**src/rtl/vga_scan_pkg.sv**
```systemverilog
// Shared VGA raster constants and types for the tank game's 640x480@60 Hz output.
// The game stage imports the same package for BLOCK_SIZE and the play-field size.
package vga_scan_pkg;

  localparam int CNT_W = 10;

  localparam int VGA_H_ACTIVE = 640;
  localparam int VGA_H_FP     = 16;
  localparam int VGA_H_SYNC   = 96;
  localparam int VGA_H_BP     = 48;
  localparam int VGA_V_ACTIVE = 480;
  localparam int VGA_V_FP     = 10;
  localparam int VGA_V_SYNC   = 2;
  localparam int VGA_V_BP     = 33;

  localparam int VGA_H_TOTAL = VGA_H_ACTIVE + VGA_H_FP + VGA_H_SYNC + VGA_H_BP;
  localparam int VGA_V_TOTAL = VGA_V_ACTIVE + VGA_V_FP + VGA_V_SYNC + VGA_V_BP;

  localparam int VGA_FIELD_W = 550;
  localparam int VGA_FIELD_H = 450;
  localparam int BLOCK_SIZE  = 10;

  typedef struct packed {
    logic hs;
    logic vs;
  } sync_t;

  // Inclusive range test on a raster counter.
  function automatic logic in_span(input logic [CNT_W-1:0] v, input int lo, input int hi);
    return (int'(v) >= lo) && (int'(v) <= hi);
  endfunction

endpackage

```
**src/rtl/vga_scan_if.sv**
```systemverilog
// Raster bundle from the scan generator to the render/game stage.
interface vga_scan_if;
  import vga_scan_pkg::*;

  logic             pix_tick;
  logic [CNT_W-1:0] x;
  logic [CNT_W-1:0] y;
  logic             video_on;
  logic             in_field;
  logic             hsync;
  logic             vsync;
  logic             frame_start;

  modport master (
    output pix_tick, x, y, video_on, in_field, hsync, vsync, frame_start
  );

  modport slave (
    input pix_tick, x, y, video_on, in_field, hsync, vsync, frame_start
  );

endinterface

```
**src/rtl/pix_tick_gen.sv**
```systemverilog
// Pixel-rate strobe: one clk high every CLK_DIV clks, first strobe CLK_DIV clks after reset.
module pix_tick_gen #(
  parameter int CLK_DIV = 4
) (
  input  logic clk,
  input  logic RST,
  output logic pix_tick
);

  localparam int DW = (CLK_DIV > 1) ? $clog2(CLK_DIV) : 1;

  logic [DW-1:0] div_cnt_reg;
  logic          pix_tick_reg;
  logic          div_last;

  assign div_last = (div_cnt_reg == DW'(CLK_DIV - 1));

  // The strobe is registered so it stays low during reset even when CLK_DIV is 1.
  always_ff @(posedge clk) begin
    if (RST) begin
      div_cnt_reg  <= '0;
      pix_tick_reg <= 1'b0;
    end else begin
      div_cnt_reg  <= div_last ? '0 : div_cnt_reg + DW'(1);
      pix_tick_reg <= div_last;
    end
  end

  assign pix_tick = pix_tick_reg;

endmodule

```
**src/rtl/vga_scan.sv**
```systemverilog
// Free-running VGA raster generator: x/y counters, active/play-field decode,
// sync pulses delayed to match the render pipeline, and a start-of-vblank pulse.
module vga_scan
  import vga_scan_pkg::*;
#(
  parameter int CLK_DIV  = 4,
  parameter int H_ACTIVE = VGA_H_ACTIVE,
  parameter int H_FP     = VGA_H_FP,
  parameter int H_SYNC   = VGA_H_SYNC,
  parameter int H_BP     = VGA_H_BP,
  parameter int V_ACTIVE = VGA_V_ACTIVE,
  parameter int V_FP     = VGA_V_FP,
  parameter int V_SYNC   = VGA_V_SYNC,
  parameter int V_BP     = VGA_V_BP,
  parameter int FIELD_W  = VGA_FIELD_W,
  parameter int FIELD_H  = VGA_FIELD_H,
  parameter int SYNC_DLY = 2
) (
  input logic        clk,
  input logic        RST,
  vga_scan_if.master vga
);

  localparam int H_TOTAL  = H_ACTIVE + H_FP + H_SYNC + H_BP;
  localparam int V_TOTAL  = V_ACTIVE + V_FP + V_SYNC + V_BP;
  localparam int HS_FIRST = H_ACTIVE + H_FP;
  localparam int HS_LAST  = HS_FIRST + H_SYNC - 1;
  localparam int VS_FIRST = V_ACTIVE + V_FP;
  localparam int VS_LAST  = VS_FIRST + V_SYNC - 1;

  logic             pix_tick;
  logic [CNT_W-1:0] x_reg;
  logic [CNT_W-1:0] y_reg;
  logic             frame_start_reg;
  logic             x_last;
  logic             y_last;
  logic             video_on;
  sync_t            sync_raw;
  sync_t            sync_out;

  pix_tick_gen #(
    .CLK_DIV(CLK_DIV)
  ) u_pix_tick_gen (
    .clk     (clk),
    .RST     (RST),
    .pix_tick(pix_tick)
  );

  assign x_last = (x_reg == CNT_W'(H_TOTAL - 1));
  assign y_last = (y_reg == CNT_W'(V_TOTAL - 1));

  always_ff @(posedge clk) begin
    if (RST) begin
      x_reg           <= '0;
      y_reg           <= '0;
      frame_start_reg <= 1'b0;
    end else begin
      // Fires on the same edge that moves y into the first blanking line.
      frame_start_reg <= pix_tick && x_last && (y_reg == CNT_W'(V_ACTIVE - 1));
      if (pix_tick) begin
        if (x_last) begin
          x_reg <= '0;
          y_reg <= y_last ? '0 : y_reg + 1'b1;
        end else begin
          x_reg <= x_reg + 1'b1;
        end
      end
    end
  end

  assign video_on    = (int'(x_reg) < H_ACTIVE) && (int'(y_reg) < V_ACTIVE);
  assign sync_raw.hs = !in_span(x_reg, HS_FIRST, HS_LAST);
  assign sync_raw.vs = !in_span(y_reg, VS_FIRST, VS_LAST);

  generate
    if (SYNC_DLY == 0) begin : g_no_dly
      assign sync_out = sync_raw;
    end else begin : g_dly
      sync_t dly_reg [SYNC_DLY];

      // Reset flushes every stage to the idle (high) level so no stale pulse leaks out.
      always_ff @(posedge clk) begin
        if (RST) begin
          for (int i = 0; i < SYNC_DLY; i++) dly_reg[i] <= '1;
        end else if (pix_tick) begin
          dly_reg[0] <= sync_raw;
          for (int i = 1; i < SYNC_DLY; i++) dly_reg[i] <= dly_reg[i-1];
        end
      end

      assign sync_out = dly_reg[SYNC_DLY-1];
    end
  endgenerate

  assign vga.pix_tick    = pix_tick;
  assign vga.x           = x_reg;
  assign vga.y           = y_reg;
  assign vga.video_on    = video_on;
  assign vga.in_field    = video_on && (int'(x_reg) < FIELD_W) && (int'(y_reg) < FIELD_H);
  assign vga.hsync       = sync_out.hs;
  assign vga.vsync       = sync_out.vs;
  assign vga.frame_start = frame_start_reg;

endmodule
```
**src/flat_wrapper.sv**
```systemverilog
// flat-port wrapper written by rule: the top's interface ports become plain ports
module vga_scan_flat import vga_scan_pkg::*;
#(
  parameter int CLK_DIV  = 4,
  parameter int H_ACTIVE = VGA_H_ACTIVE,
  parameter int H_FP     = VGA_H_FP,
  parameter int H_SYNC   = VGA_H_SYNC,
  parameter int H_BP     = VGA_H_BP,
  parameter int V_ACTIVE = VGA_V_ACTIVE,
  parameter int V_FP     = VGA_V_FP,
  parameter int V_SYNC   = VGA_V_SYNC,
  parameter int V_BP     = VGA_V_BP,
  parameter int FIELD_W  = VGA_FIELD_W,
  parameter int FIELD_H  = VGA_FIELD_H,
  parameter int SYNC_DLY = 2
)
  (clk, RST, vga_pix_tick, vga_x, vga_y, vga_video_on, vga_in_field, vga_hsync, vga_vsync, vga_frame_start);
  vga_scan_if vga_i ();
  input logic clk;
  input logic RST;
  output wire logic [$bits(vga_i.pix_tick)-1:0] vga_pix_tick;
  output wire logic [$bits(vga_i.x)-1:0] vga_x;
  output wire logic [$bits(vga_i.y)-1:0] vga_y;
  output wire logic [$bits(vga_i.video_on)-1:0] vga_video_on;
  output wire logic [$bits(vga_i.in_field)-1:0] vga_in_field;
  output wire logic [$bits(vga_i.hsync)-1:0] vga_hsync;
  output wire logic [$bits(vga_i.vsync)-1:0] vga_vsync;
  output wire logic [$bits(vga_i.frame_start)-1:0] vga_frame_start;
  assign vga_pix_tick = vga_i.pix_tick;
  assign vga_x = vga_i.x;
  assign vga_y = vga_i.y;
  assign vga_video_on = vga_i.video_on;
  assign vga_in_field = vga_i.in_field;
  assign vga_hsync = vga_i.hsync;
  assign vga_vsync = vga_i.vsync;
  assign vga_frame_start = vga_i.frame_start;
  vga_scan #(.CLK_DIV(CLK_DIV), .H_ACTIVE(H_ACTIVE), .H_FP(H_FP), .H_SYNC(H_SYNC), .H_BP(H_BP), .V_ACTIVE(V_ACTIVE), .V_FP(V_FP), .V_SYNC(V_SYNC), .V_BP(V_BP), .FIELD_W(FIELD_W), .FIELD_H(FIELD_H), .SYNC_DLY(SYNC_DLY)) u_core (.clk(clk), .RST(RST), .vga(vga_i));
endmodule
```
**config.mk**
```make
export PLATFORM = sky130hd
export DESIGN_NAME = vga_scan_flat
export DESIGN_NICKNAME = d
export VERILOG_FILES = /design/src/rtl/vga_scan_pkg.sv /design/src/rtl/vga_scan_if.sv /design/src/rtl/pix_tick_gen.sv /design/src/rtl/vga_scan.sv /design/src/flat_wrapper.sv
export SDC_FILE = /design/constraint.sdc
export NUM_CORES = 1
export LEC_CHECK = 0
export ABC_AREA = 1
export BUFFER_PORTS_ARGS = -buffer_cell sky130_fd_sc_hd__buf_2
export CAP_MARGIN = 20
export CORE_ASPECT_RATIO = 1.4
export CORE_UTILIZATION = 49
export DETAILED_ROUTE_END_ITERATION = 6
export PLACE_DENSITY_LB_ADDON = 0.15
export SKIP_CTS_REPAIR_TIMING = 1
export SLEW_MARGIN = 20
export SYNTH_ARGS = -nofsm -noshare
export SYNTH_HDL_FRONTEND = slang
export SYNTH_SLANG_ARGS = --single-unit
```
**constraint.sdc**
```tcl
create_clock -name clk -period 1.35 [get_ports clk]
set_clock_uncertainty 0.15 [all_clocks]
set_input_delay 0.27 -clock clk [delete_from_list [all_inputs] [get_ports clk]]
set_output_delay 0.27 -clock clk [all_outputs]
set_load 0.02 [all_outputs]
```
== Word-level counts from Yosys, hierarchy flattened ==
Memories as Yosys holds them, arrays and structs flattened.
Index checks and enable logic that the tools add are counted.

* Register bits: 24
* Memory bits (writable): 4
* Bits of input ports: 2
* Output and inout bits: 26
* Logic and storage cells: 43
* Memories kept: 1

* Add/sub/neg operators: 3
* $lt $le $gt $ge: 8
* Equality and inequality tests: 4
* Mux-type cells: 9
* Bitwise logic cells: 2
* Reduce and logical (&&, ||, !) cells: 11

{| class="wikitable"
|+ Memories
! memory !! depth !! width !! rd ports !! clocked after Yosys merged registers in !! wr ports !! line !! source
|-
| u_core.g_dly.dly_reg || 2 || 2 || 2 || 0 || 2 || vga_scan.sv:79 || <nowiki>sync_t dly_reg [SYNC_DLY];</nowiki>
|}

{| class="wikitable"
|+ Operators with widths
! operator !! number
|-
| $add A10 B1 Y10 const B || 2
|-
| $eq A10 B10 Y1 const B || 2
|-
| $lt A10 B10 Y1 const B || 2
|-
| $lt A10 B9 Y1 const B || 2
|-
| $mux W10 || 2
|-
| $eq A10 B9 Y1 const B || 1
|-
| $ge A10 B10 Y1 const B || 1
|-
| $ge A10 B9 Y1 const B || 1
|-
| $le A10 B10 Y1 const B || 1
|-
| $le A10 B9 Y1 const B || 1
|-
| $logic_and A1 B1 Y1 || 7
|-
| $mux W1 || 5
|-
| $mux W2 || 2
|-
| $add A2 B1 Y2 const B || 1
|-
| $eq A2 B2 Y1 const B || 1
|-
| $logic_not A1 Y1 || 2
|-
| $or A1 B1 Y1 || 2
|-
| $reduce_and A2 Y1 || 1
|-
| $reduce_or A2 Y1 || 1
|}

== Logic depth before layout (Yosys ltp) ==
* Word-level depth: 4
* Gate-level depth with buffers: 9
* Mapped depth without buffers: 9

== Hierarchy ==
From an unflattened synthesis, not the netlist that was laid out.

* Cell total of the unflattened synthesis: 229
* Area total of the unflattened synthesis: 1,577.8 sq um

{| class="wikitable"
|+ By module, submodules not included
! module !! instances !! cells an instance !! area each (sq um) !! sequential area each (sq um)
|-
| vga_scan || 1 || 218 || 1,478.9 || 540.5
|-
| pix_tick_gen || 1 || 11 || 98.8 || 60.1
|}

== Worst setup path before layout ==
Ideal clock, no wire load.

* Path type: register to output
* Start point: register u_core.x_reg[8], in the netlist u_core.vga.x[8]
* End point: output vga_video_on
* Arrival time: 1.426 ns
* Data required time: 0.930 ns
* Setup slack: -0.496 ns
* Cell stages (with the launch flop): 5
* Buffers on the path: 0
* Cell sequence: dfxtp_1 -> inv_1 -> nand2_1 -> nor2_1 -> nor4_1

* Cells in the longest elaborated chain, start to end: 2

{| class="wikitable"
|+ RTL lines
! what !! line !! source
|-
| start: declaration || vga_scan.sv:32 || <nowiki>logic [CNT_W-1:0] x_reg;</nowiki>
|-
| start signal: assignment || vga_scan.sv:65 || <nowiki>x_reg <= x_reg + 1'b1;</nowiki>
|-
| $lt A10 B10 Y1 || vga_scan.sv:71 || <nowiki>assign video_on = (int'(x_reg) < H_ACTIVE) && (int'(y_reg) < V_ACTIVE);</nowiki>
|-
| $logic_and A1 B1 Y1 || vga_scan.sv:71 ||
|-
| end: declaration || flat_wrapper.sv:24 || <nowiki>output wire logic [$bits(vga_i.video_on)-1:0] vga_video_on;</nowiki>
|}

No other way between the ends.

== Worst setup path in the final report ==
* Start point: register u_core.x_reg[3], in the netlist u_core.vga.x[3]
* End point: output vga_in_field

* Cells in the longest elaborated chain, start to end: 4
* Elaborated cells on any way between the ends: 5
* Classes of those cells: order compare: 2; reduce/logical: 3

{| class="wikitable"
|+ RTL lines
! what !! line !! source
|-
| $lt A10 B10 Y1 || vga_scan.sv:71 ||
|-
| $logic_and A1 B1 Y1 || vga_scan.sv:71 ||
|-
| $logic_and A1 B1 Y1 (*) (2 in a row) || vga_scan.sv:99 || <nowiki>assign vga.in_field = video_on && (int'(x_reg) < FIELD_W) && (int'(y_reg) < FIELD_H);</nowiki>
|-
| end: declaration || flat_wrapper.sv:25 || <nowiki>output wire logic [$bits(vga_i.in_field)-1:0] vga_in_field;</nowiki>
|}

Every way passes the cells marked *; elsewhere a longest branch is shown, timed or not.

==> results.cfg <==
[status]
status = finished with violations
violations = negative setup slack

[logic_synthesis]
synth_area_leader_cell = dfxtp_1
synth_nets = 231
yosysTopAreaCellShare_pct = 31.5
synthArstFlopShare_pct = 0
ys_seq_area_share_pct = 39.4
avgSynthCellArea_sq_um = 6.80
synth.area.top_cells = dfxtp_1 32%, nand2_1 14%, nor2_1 9.9%
synth_edf_count = 4
yosys_warnings = 0
synth.ff_latch_count = 28
yosysUniqueCellTypes = 25
dominantRegCellSynth = dfxtp_1
synthesis.area_sq_um = 1520
yosysMostFrequentCell = nand2_1
yosys-top-cells-count = 57 x nand2_1, 40 x nor2_1, 29 x inv_1
postSynthCellCount = 224

[global_routing]
grt_pass1_vias = 1601
grt-ovfl-total = 0
grt_pass1_wl_um = 6930
track_usage_pct = 27.3
grt_max_degree = 16
antenna_found_initial = 0

[timing]
final.period_utilization_pct = 150
fmax_mhz = 494
finalSetupViolations = 33
drv_slew = 0
layout_min_cycle_time_ps = 2020
grt_setup_unrepaired = true
slew_headroom_pct = 81.5
setup_ws_ps = -672
hold_viol = 0
tightest_slew_ps = 277

[floorplanning]
start_util_pct = 52.4
die-area_sq_um = 3340
fp-row-count = 23
boundaryPins = 28
core-area_sq_um = 2910
die_width_um = 49.1
die_h_um = 68.0

[finish]
fin_nets = 319
fin_util_pct = 92.8
stdcell_area_sq_um = 2700
antennaDiodeCount = 0
areaGrowthSynthToFinish_pct = 77.0
final_layout_size_suffix_gt1_share_pct = 56.3
fillers = 115

[critical_path]
arrival_ps = 1600
path_class = reg -> out
cp_max_fo = 5
critical_path.max_stage_delay_ps = 380
cp_slowest_cell = dfxtp_4
path_cells = inv_1 -> a21oi_1 -> o21ai_0 -> nand2_1 -> nor2_4 -> buf_2
end_kind = output port
start_kind = flip-flop
path_buf_inv = 2
critPathRequiredTime_ps = 930
path_delay_family = flip-flops

[clock_tree]
tritoncts = done
clk_latency_ps = 290
cts.sinks = 28
path_clk_slew_ps = 110
clockBufferDepth = 2
htree_levels = 1
cts_buffers = 3
root_buffer = clkbuf_8

[power_and_ir_drop]
power_density_nw_per_um2 = 548
ir_drop_uv = 691
pwr-share-seq_pct = 56.3
p_leak_nw = 1.20
internal_power_mw = 1.12
p_sw_mw = 0.361
p_clk_share_pct = 37.9
p_sw_share_pct = 24.4
combPwrFrac_pct = 5.8

[detailed_routing]
vias = 2125
drtIter0Drc = 129
avgViaCountPerCell = 6.11
wl_per_cell_um = 20.0
first_pass_iters = 6
wl_um = 6970
antenna_left = 0
remaining_drc_errors = 0

[place]
place_congestion = 0.907
io_buffers = 27
dp_hpwl_um = 3370
placed_area_sq_um = 2140

[hold_path]
hold_path.class = in -> reg

[flow_run]
cap_violations = 0
[per-layer routing]
layer / vias up / global-route usage, % / routed length (um)
li1: 896 / - / -
met1: 994 / 27.7 / 2370
met2: 161 / 53.9 / 3400
met3: 74 / 3.56 / 565
met4: 0 / 14.3 / 631
met5: - / 0 / 0
[logic make-up (layout without fill, tap and decap cells)]
| logic type | count (synthesis) | count (layout) | synth area share, % |
|---|---|---|---|
| AOI/OAI and AO/OA | 19 | 19 | 6.57 |
| xor gates and xnor gates | 2 | 2 | 1.15 |
| adders and majority gates | 5 | 5 | 4.11 |
| buffers and inverters | 33 | 120 | 8.13 |
| DFF | 28 | 28 | 39.4 |
| and+or+nand+nor | 137 | 137 | 40.6 |
[power by group through the flow]
stage	combinational, mW	sequential, mW	clock [mW]
after floorplan	0.0353	0.869	0
after global placement	0.0638	0.866	0
after detailed placement	0.0651	0.866	0
after CTS	0.0653	0.847	0.533
after global routing	0.0917	0.833	0.586
final	0.0857	0.832	0.561
[final cells by class]
type / instances / area (sq um) / share of cell area (%)
tap: 37 / 46.3 / 1.72
clock buffer: 4 / 55.1 / 2.04
multi-input combinational: 163 / 1090 / 40.3
sequential: 28 / 664 / 24.6
inverter: 32 / 128 / 4.73
timing repair buffer: 84 / 717 / 26.6
[path summary, 6_finish.rpt]
check | start | end | slack [ps] | depth (start not counted)
hold reg to reg | u_core.u_pix_tick_gen.div_cnt_reg[0] | u_core.u_pix_tick_gen.div_cnt_reg[0] | 310 | 1
setup / recovery | u_core.vga.x[3] | vga_in_field | -670 | 6
setup reg to reg | u_core.vga.y[1] | u_core.g_dly.dly_reg[0][0] | -300 | 7
hold / removal | RST | u_core.vga.x[2] | 100 | 2
[cell usage in the layout (no fill, tap or decap), types with 4 or more instances in the layout]
| cell type | synthesis | layout |
|---|---|---|
| nand4_1 | 5 | 5 |
| buf_2 | 0 | 9 |
| buf_6 | 0 | 29 |
| nand3_1 | 12 | 5 |
| inv_1 | 29 | 24 |
| nor3_1 | 8 | 8 |
| edfxtp_1 | 4 | 4 |
| nor2_2 | 2 | 8 |
| nand3_2 | 2 | 7 |
| inv_2 | 3 | 5 |
| nand2_4 | 0 | 5 |
| nand2_1 | 57 | 41 |
| o21ai_1 | 0 | 4 |
| clkbuf_8 | 0 | 4 |
| nand2_2 | 2 | 13 |
| nor2_1 | 40 | 24 |
| a21oi_1 | 8 | 6 |
| dfxtp_4 | 0 | 15 |
| dfxtp_2 | 0 | 6 |
| buf_4 | 0 | 46 |
| nor2_4 | 2 | 12 |
[metrics by stage]
step / std cells / total power, mW / setup slack (ps) / hold slack (ps) / setup TNS, ps
after floorplan: 224 / 0.905 / -68.0 / 196 / -262
after global placement: 332 / 0.930 / -138 / 262 / -619
after detailed placement: 332 / 0.931 / -142 / 263 / -936
after CTS: 336 / 1.44 / -494 / 61.9 / -2130
after global routing: 348 / 1.51 / -695 / 112 / -6870
final: 348 / 1.48 / -672 / 95.1 / -4960
No activity file was read; power rests on OpenSTA's default activity.
